File: config.mk
export PLATFORM = sky130hd
export DESIGN_NAME = cordic_vectoring_flat
export DESIGN_NICKNAME = d
export VERILOG_FILES = /design/src/rtl/cordic_vectoring_if.sv /design/src/rtl/cordic_vectoring.sv /design/src/flat_wrapper.sv
export SDC_FILE = /design/constraint.sdc
export NUM_CORES = 2
export LEC_CHECK = 0
export BUFFER_PORTS_ARGS = -buffer_cell sky130_fd_sc_hd__buf_4
export CORE_ASPECT_RATIO = 1.4
export CORE_UTILIZATION = 23
export CTS_CLUSTER_SIZE = 30
export DETAILED_ROUTE_END_ITERATION = 7
export SLEW_MARGIN = 40
export SYNTH_ARGS = -nofsm -noshare
export SYNTH_HDL_FRONTEND = slang
export SYNTH_SLANG_ARGS = --single-unit
File: constraint.sdc
create_clock -name clock -period 8.5 [get_ports clock]
set_input_delay 0.85 -clock clock [delete_from_list [all_inputs] [get_ports clock]]
set_output_delay 0.85 -clock clock [all_outputs]
set_load 0.01 [all_outputs]
File: src/rtl/cordic_vectoring_if.sv
// Handshake and data bundle for the CORDIC vectoring engine.
// The requester drives start/x/y; the engine returns ready/done and the polar result.
interface cordic_vectoring_if;
  logic               start;
  logic signed [31:0] x;
  logic signed [31:0] y;
  logic               ready;
  logic               done;
  logic        [31:0] magnitude;
  logic        [31:0] angle;

  modport master (
    output start, x, y,
    input  ready, done, magnitude, angle
  );

  modport slave (
    input  start, x, y,
    output ready, done, magnitude, angle
  );
endinterface

File: src/rtl/cordic_vectoring.sv
// Iterative circular-mode CORDIC vectoring: (x, y) -> (magnitude, atan2 angle),
// one micro-rotation per clock. Angle units: 2^31 = 360 degrees.
module cordic_vectoring #(
  parameter int NUMBER_OF_ITERATIONS = 29
) (
  input  logic              clock,
  input  logic              reset_n,
  cordic_vectoring_if.slave bus
);

  typedef enum logic [1:0] {
    IDLE  = 2'd0,
    ITER  = 2'd1,
    SCALE = 2'd2,
    DONE  = 2'd3
  } state_t;

  localparam logic [31:0] INV_GAIN   = 32'h9B74EDA8;
  localparam logic [31:0] HALF_TURN  = 32'h40000000;
  localparam logic [31:0] ANGLE_MASK = 32'h7FFFFFFF;
  localparam logic [4:0]  LAST_ITER  = 5'(NUMBER_OF_ITERATIONS - 1);

  function automatic logic [31:0] atan_lut(input logic [4:0] idx);
    case (idx)
      5'd0:    atan_lut = 32'h10000000;
      5'd1:    atan_lut = 32'h09720290;
      5'd2:    atan_lut = 32'h04FD9C2E;
      5'd3:    atan_lut = 32'h028888EA;
      5'd4:    atan_lut = 32'h014586A2;
      5'd5:    atan_lut = 32'h00A2EBF1;
      5'd6:    atan_lut = 32'h00517B0F;
      5'd7:    atan_lut = 32'h0028BE2B;
      5'd8:    atan_lut = 32'h00145F2A;
      5'd9:    atan_lut = 32'h000A2F98;
      5'd10:   atan_lut = 32'h000517CC;
      5'd11:   atan_lut = 32'h00028BE6;
      5'd12:   atan_lut = 32'h000145F3;
      5'd13:   atan_lut = 32'h0000A2FA;
      5'd14:   atan_lut = 32'h0000517D;
      5'd15:   atan_lut = 32'h000028BE;
      5'd16:   atan_lut = 32'h0000145F;
      5'd17:   atan_lut = 32'h00000A30;
      5'd18:   atan_lut = 32'h00000518;
      5'd19:   atan_lut = 32'h0000028C;
      5'd20:   atan_lut = 32'h00000146;
      5'd21:   atan_lut = 32'h000000A3;
      5'd22:   atan_lut = 32'h00000051;
      5'd23:   atan_lut = 32'h00000029;
      5'd24:   atan_lut = 32'h00000014;
      5'd25:   atan_lut = 32'h0000000A;
      5'd26:   atan_lut = 32'h00000005;
      5'd27:   atan_lut = 32'h00000003;
      5'd28:   atan_lut = 32'h00000001;
      5'd29:   atan_lut = 32'h00000001;
      5'd30:   atan_lut = 32'h00000000;
      5'd31:   atan_lut = 32'h00000000;
      default: atan_lut = 32'h00000000;
    endcase
  endfunction

  state_t             state_r, state_s;
  logic signed [33:0] xr_r, xr_s;
  logic signed [33:0] yr_r, yr_s;
  logic signed [31:0] zr_r, zr_s;
  logic        [4:0]  i_r, i_s;
  logic               zero_r, zero_s;
  logic               ready_r, ready_s;
  logic               done_r, done_s;
  logic        [31:0] mag_r, mag_s;
  logic        [31:0] ang_r, ang_s;

  logic signed [33:0] x_ext_s, y_ext_s;
  logic signed [33:0] x_shift_s, y_shift_s;
  logic signed [31:0] atan_s;
  logic               accept_s;

  // Next-state, datapath and output computation.
  always_comb begin
    x_ext_s   = {{2{bus.x[31]}}, bus.x};
    y_ext_s   = {{2{bus.y[31]}}, bus.y};
    x_shift_s = xr_r >>> i_r;
    y_shift_s = yr_r >>> i_r;
    atan_s    = $signed(atan_lut(i_r));
    accept_s  = bus.start && ready_r;

    state_s = state_r;
    xr_s    = xr_r;
    yr_s    = yr_r;
    zr_s    = zr_r;
    i_s     = i_r;
    zero_s  = zero_r;
    ready_s = ready_r;
    done_s  = 1'b0;
    mag_s   = mag_r;
    ang_s   = ang_r;

    case (state_r)
      IDLE, DONE: begin
        if (accept_s) begin
          // Left half-plane: rotate by 180 degrees first so the iterations converge.
          if (bus.x[31]) begin
            xr_s = -x_ext_s;
            yr_s = -y_ext_s;
            zr_s = $signed(HALF_TURN);
          end else begin
            xr_s = x_ext_s;
            yr_s = y_ext_s;
            zr_s = 32'sd0;
          end
          zero_s  = (bus.x == 32'sd0) && (bus.y == 32'sd0);
          i_s     = 5'd0;
          ready_s = 1'b0;
          state_s = ITER;
        end else begin
          ready_s = 1'b1;
          state_s = IDLE;
        end
      end
      ITER: begin
        if (!yr_r[33]) begin
          xr_s = xr_r + y_shift_s;
          yr_s = yr_r - x_shift_s;
          zr_s = zr_r + atan_s;
        end else begin
          xr_s = xr_r - y_shift_s;
          yr_s = yr_r + x_shift_s;
          zr_s = zr_r - atan_s;
        end
        i_s = i_r + 5'd1;
        if (i_r == LAST_ITER) begin
          state_s = SCALE;
        end else begin
          state_s = ITER;
        end
      end
      SCALE: begin
        mag_s   = 32'((64'($unsigned(xr_r)) * 64'(INV_GAIN)) >> 32);
        // A zero vector never drives yr negative, so zr would sum the whole table.
        ang_s   = zero_r ? 32'h00000000 : ($unsigned(zr_r) & ANGLE_MASK);
        done_s  = 1'b1;
        ready_s = 1'b1;
        state_s = DONE;
      end
      default: begin
        ready_s = 1'b1;
        state_s = IDLE;
      end
    endcase
  end

  // State and datapath registers with synchronous active-low reset.
  always_ff @(posedge clock) begin
    if (!reset_n) begin
      state_r <= IDLE;
      xr_r    <= 34'sd0;
      yr_r    <= 34'sd0;
      zr_r    <= 32'sd0;
      i_r     <= 5'd0;
      zero_r  <= 1'b0;
      ready_r <= 1'b1;
      done_r  <= 1'b0;
      mag_r   <= 32'h00000000;
      ang_r   <= 32'h00000000;
    end else begin
      state_r <= state_s;
      xr_r    <= xr_s;
      yr_r    <= yr_s;
      zr_r    <= zr_s;
      i_r     <= i_s;
      zero_r  <= zero_s;
      ready_r <= ready_s;
      done_r  <= done_s;
      mag_r   <= mag_s;
      ang_r   <= ang_s;
    end
  end

  assign bus.ready     = ready_r;
  assign bus.done      = done_r;
  assign bus.magnitude = mag_r;
  assign bus.angle     = ang_r;

endmodule

File: src/flat_wrapper.sv
// flat-port wrapper written by rule: the top's interface ports become plain ports
module cordic_vectoring_flat 
#(
  parameter int NUMBER_OF_ITERATIONS = 29
)
  (clock, reset_n, bus_start, bus_x, bus_y, bus_ready, bus_done, bus_magnitude, bus_angle);
  cordic_vectoring_if bus_i ();
  input  logic clock;
  input  logic reset_n;
  input wire logic [$bits(bus_i.start)-1:0] bus_start;
  input wire logic [$bits(bus_i.x)-1:0] bus_x;
  input wire logic [$bits(bus_i.y)-1:0] bus_y;
  output wire logic [$bits(bus_i.ready)-1:0] bus_ready;
  output wire logic [$bits(bus_i.done)-1:0] bus_done;
  output wire logic [$bits(bus_i.magnitude)-1:0] bus_magnitude;
  output wire logic [$bits(bus_i.angle)-1:0] bus_angle;
  assign bus_i.start = bus_start;
  assign bus_i.x = bus_x;
  assign bus_i.y = bus_y;
  assign bus_ready = bus_i.ready;
  assign bus_done = bus_i.done;
  assign bus_magnitude = bus_i.magnitude;
  assign bus_angle = bus_i.angle;
  cordic_vectoring #(.NUMBER_OF_ITERATIONS(NUMBER_OF_ITERATIONS)) u_core (.clock(clock), .reset_n(reset_n), .bus(bus_i));
endmodule
==> metrics.md <==
| Metric | Value |
|---|---|
| Simple-gate share of the synthesized area | `10.3%` |
| Max frequency | `0.125 GHz` |
| Combinational family with the most area after synthesis | `adder cells` |
| Complex-gate fraction of the synthesized area | `between 10% and 20%` |
| Area after DPL | `between 40,000 and 50,000 um2` |
| Part of the cycle the worst path needs | `94.0%` |
| Vias in the first global route | `approximately 34,000` |
| Count leader, synth | `inv_1` |
| Min-Delay Startpoint | `u_core.bus.magnitude[3]` |
| Clock slew at reported path FFs | `0.07 ns` |
| Post-synth top area share | `about a quarter` |
| Slew HR | `31.3%` |
| CTS Hold Bufs | `0` |
| Maxcap violations | `0` |
| Register area share after synthesis | `approximately a tenth` |
| Htree depth | `1` |
| DR pass1 iterations | `5` |
| CTS sink cnt | `201` |
| First-pass GRT wire length | `just over 200 mm` |
| CTS tree | `done` |
| Fin. max-slew vios | `0` |
| Root Buffer | `clkbuf_16` |
| Routed WL per cell | `19.8 um` |
| Final GP Congestion | `around 1` |
| Gate Count Post-Synth | `4,430` |
| DRT antenna net count | `0` |
| Synth Register Bits | `between 200 and 250` |
| Hold EP | `u_core.bus.magnitude[3]` |
| Slowest stage cell, crit path | `dfxtp_1` |
| Residual DRC | `0` |
| Post-CTS sizing | `0` |
| Post-synthesis mux area share | `around 8.1%` |
| Predominant post-synthesis flop cell | `dfxtp_1` |
| CP top delay family | `adder cells` |
| Synth Warn # | `0` |
| Post-synth EDFFs | `0` |
| Worst Path Arrival | `between 8 and 9 ns` |
| Nets | `~5,500` |
| Final hold vios | `0` |
| Worst reg2reg startpoint | `u_core.xr_r[8]` |
| Crit path from | `u_core.xr_r[8]` |
| CORE AREA | `170,000 um2` |
| Synth area leader | `fa_1` |
| Minimum clock period | `7.99 ns` |
| Crit Path Class | `reg -> reg` |
| Crit-path max cell delay | `roughly 0.70 ns` |
| TNS Setup | `0 ns` |
| Clock insertion delay at the later pin of the skew report | `0.63 ns` |
| Crit start category | `register` |
| Commonest cells in the netlist | `inv_1 (823), fa_1 (491), ha_1 (472)` |
| # setup viols final | `0` |
| Worst min path class | `reg -> reg` |
| Synth area leaders | `fa_1 (25%), ha_1 (15%), dfxtp_1 (10%), inv_1 (7.8%), mux4_2 (3.7%)` |
| Post-synth ARST share | `0%` |
| Final design area excluding fillers | `around 44,000 um2` |
| Worst-path fanout max | `12` |
| Layout overhead on the synthesized area | `11.3%` |
| Top Ports | `133` |
| Area of the multi-input gates | `31,600 um2` |
| Post-CTS Setup Bufs | `0` |
| Fillers | `18,465` |
| TritonCTS Buffers | `24` |
| Critical Path RT | `8.99 ns` |
| Hold depth | `2` |
| Syn Area/Cell | `between 8 and 9 um2` |
| Vias per cell | `4.84` |
| Share of layout cells above drive strength 1 | `8.84%` |
| Rows | `between 150 and 200` |
| Vias after detailed routing | `32,801` |
| Die span in x | `352 um` |
| Cell mode on critical path | `fa_1` |
| Final Skew | `0.0403 ns` |
| All-Layer GR Usage | `15.0%` |
| Worst R2R End | `u_core.bus.magnitude[29]` |
| Syn_nets | `5,460` |
| Largest net degree at the start of global routing | `between 60 and 70` |
| Deepest clock path buffer count | `3` |
| Cells on worst reg2reg path | `26` |
| Outcome | `finished clean` |
| R2R Setup Slk | `between 0.5 and 0.6 ns` |
| Port bufs | `131` |
| Die area | `around 170,000 um2` |
| Post-Synth XOR/XNOR Area | `5.77%` |
| Initial DRC Count | `between 2,000 and 2,500` |
| Die height | `492 um` |
| Adder-cell area share of the yosys netlist | `roughly two fifths` |
| Unrepaired setup endpoints after global routing | `false` |
| Dpl hpwl | `approximately 110 mm` |
| Seq. cell area | `4040 um2` |
| Grt total ovfl | `0` |
| Crit path buffers/inverters | `6` |
| Drt total wl | `134 mm` |
| Yosys cell types | `97` |
| Post-Syn Area | `a little under 40,000 um2` |
| Initial antenna violation count | `1` |
| Worst slew pin tran | `~1.0 ns` |
| CP endpoint kind | `register` |
| Initial Util | `between 20% and 30%` |
## per-stage QoR
stage	instances	util [%]	hold WS (ns)	setup slack [ns]
after global routing	6778	25.8	0.489	0.136
after global placement	6733	25.3	0.441	0.584
final	6778	25.8	0.459	0.506
after floorplan	4430	-	0.450	1.41
after CTS	6777	25.8	0.463	0.505
after detailed placement	6733	25.3	0.449	0.536
## cell families after synthesis
logic type	Yosys count
flip-flops	201
other	1
multiplexers	203
AND/OR/NAND/NOR	855
XOR/XNOR	260
buffers and inverters	991
adder cells (fa/ha/maj)	963
AO/OA/AOI/OAI	956
## final cells by class
type                       instances  area share (%)
inverter                         829            7.09
tap                             2262            6.44
clock inverter                    14           0.285
clock buffer                      30            1.56
sequential                       201            9.19
timing repair buffer             203            3.55
antenna                            1         0.00570
multi-input combinational       3238            71.9
## layout by cell type, fill, tap and decap left out, types with 57 or more instances in the layout
master	count
a21o_1	76
inv_1	823
xor2_1	99
xnor2_1	160
a211oi_1	57
mux2i_1	88
o21ai_0	185
buf_4	200
mux4_2	65
nand2_1	230
ha_1	470
a21oi_1	265
nor2_1	284
dfxtp_1	195
fa_1	491
## state kept, by name (all words and copies together), names as in the netlist
signal,cells
u_core.xr_r,34
u_core.yr_r,34
u_core.bus.magnitude,32
u_core.bus.angle,31
u_core.zr_r,31
u_core.atan_s,29
u_core.i_r,5
u_core.state_r,2
u_core.bus.done,1
u_core.bus.ready,1
u_core.zero_r,1
## metal layers
layer  GRT usage (%)  vias to the layer above  share of wire [%]
met5               0                        -                  0
met4            9.63                        0                7.2
met3            1.44                      355                4.1
met2            27.8                      976                 51
met1            16.3                    16295                 37
li1                -                    15175                  -
## how the worst max path moves through the flow
| stage | to | slack (ns) | depth (start not counted) |
|---|---|---|---|
| 2_1_floorplan | u_core.bus.magnitude[21] | 1.41 | 26 |
| 3_3_place_gp | u_core.bus.magnitude[30] | 0.58 | 24 |
| 3_5_place_dp | u_core.bus.magnitude[29] | 0.54 | 26 |
| 4_1_cts | u_core.bus.magnitude[29] | 0.51 | 26 |
| 6_report | u_core.bus.magnitude[29] | 0.51 | 26 |
| 5_1_grt | u_core.bus.magnitude[29] | 0.14 | 26 |
## worst reg2reg max path, delay by kind of cell, from the launching register on
family	cells	cell delay (ns)
fa+ha+maj	9	4.30
compound gates	6	1.48
flops	1	0.70
simple gates	4	0.65
buf+inv	6	0.63
xor+xnor	1	0.15
Power is not shown: default switching activity piles up to over one toggle a cycle in this logic, so the estimate is an artifact.
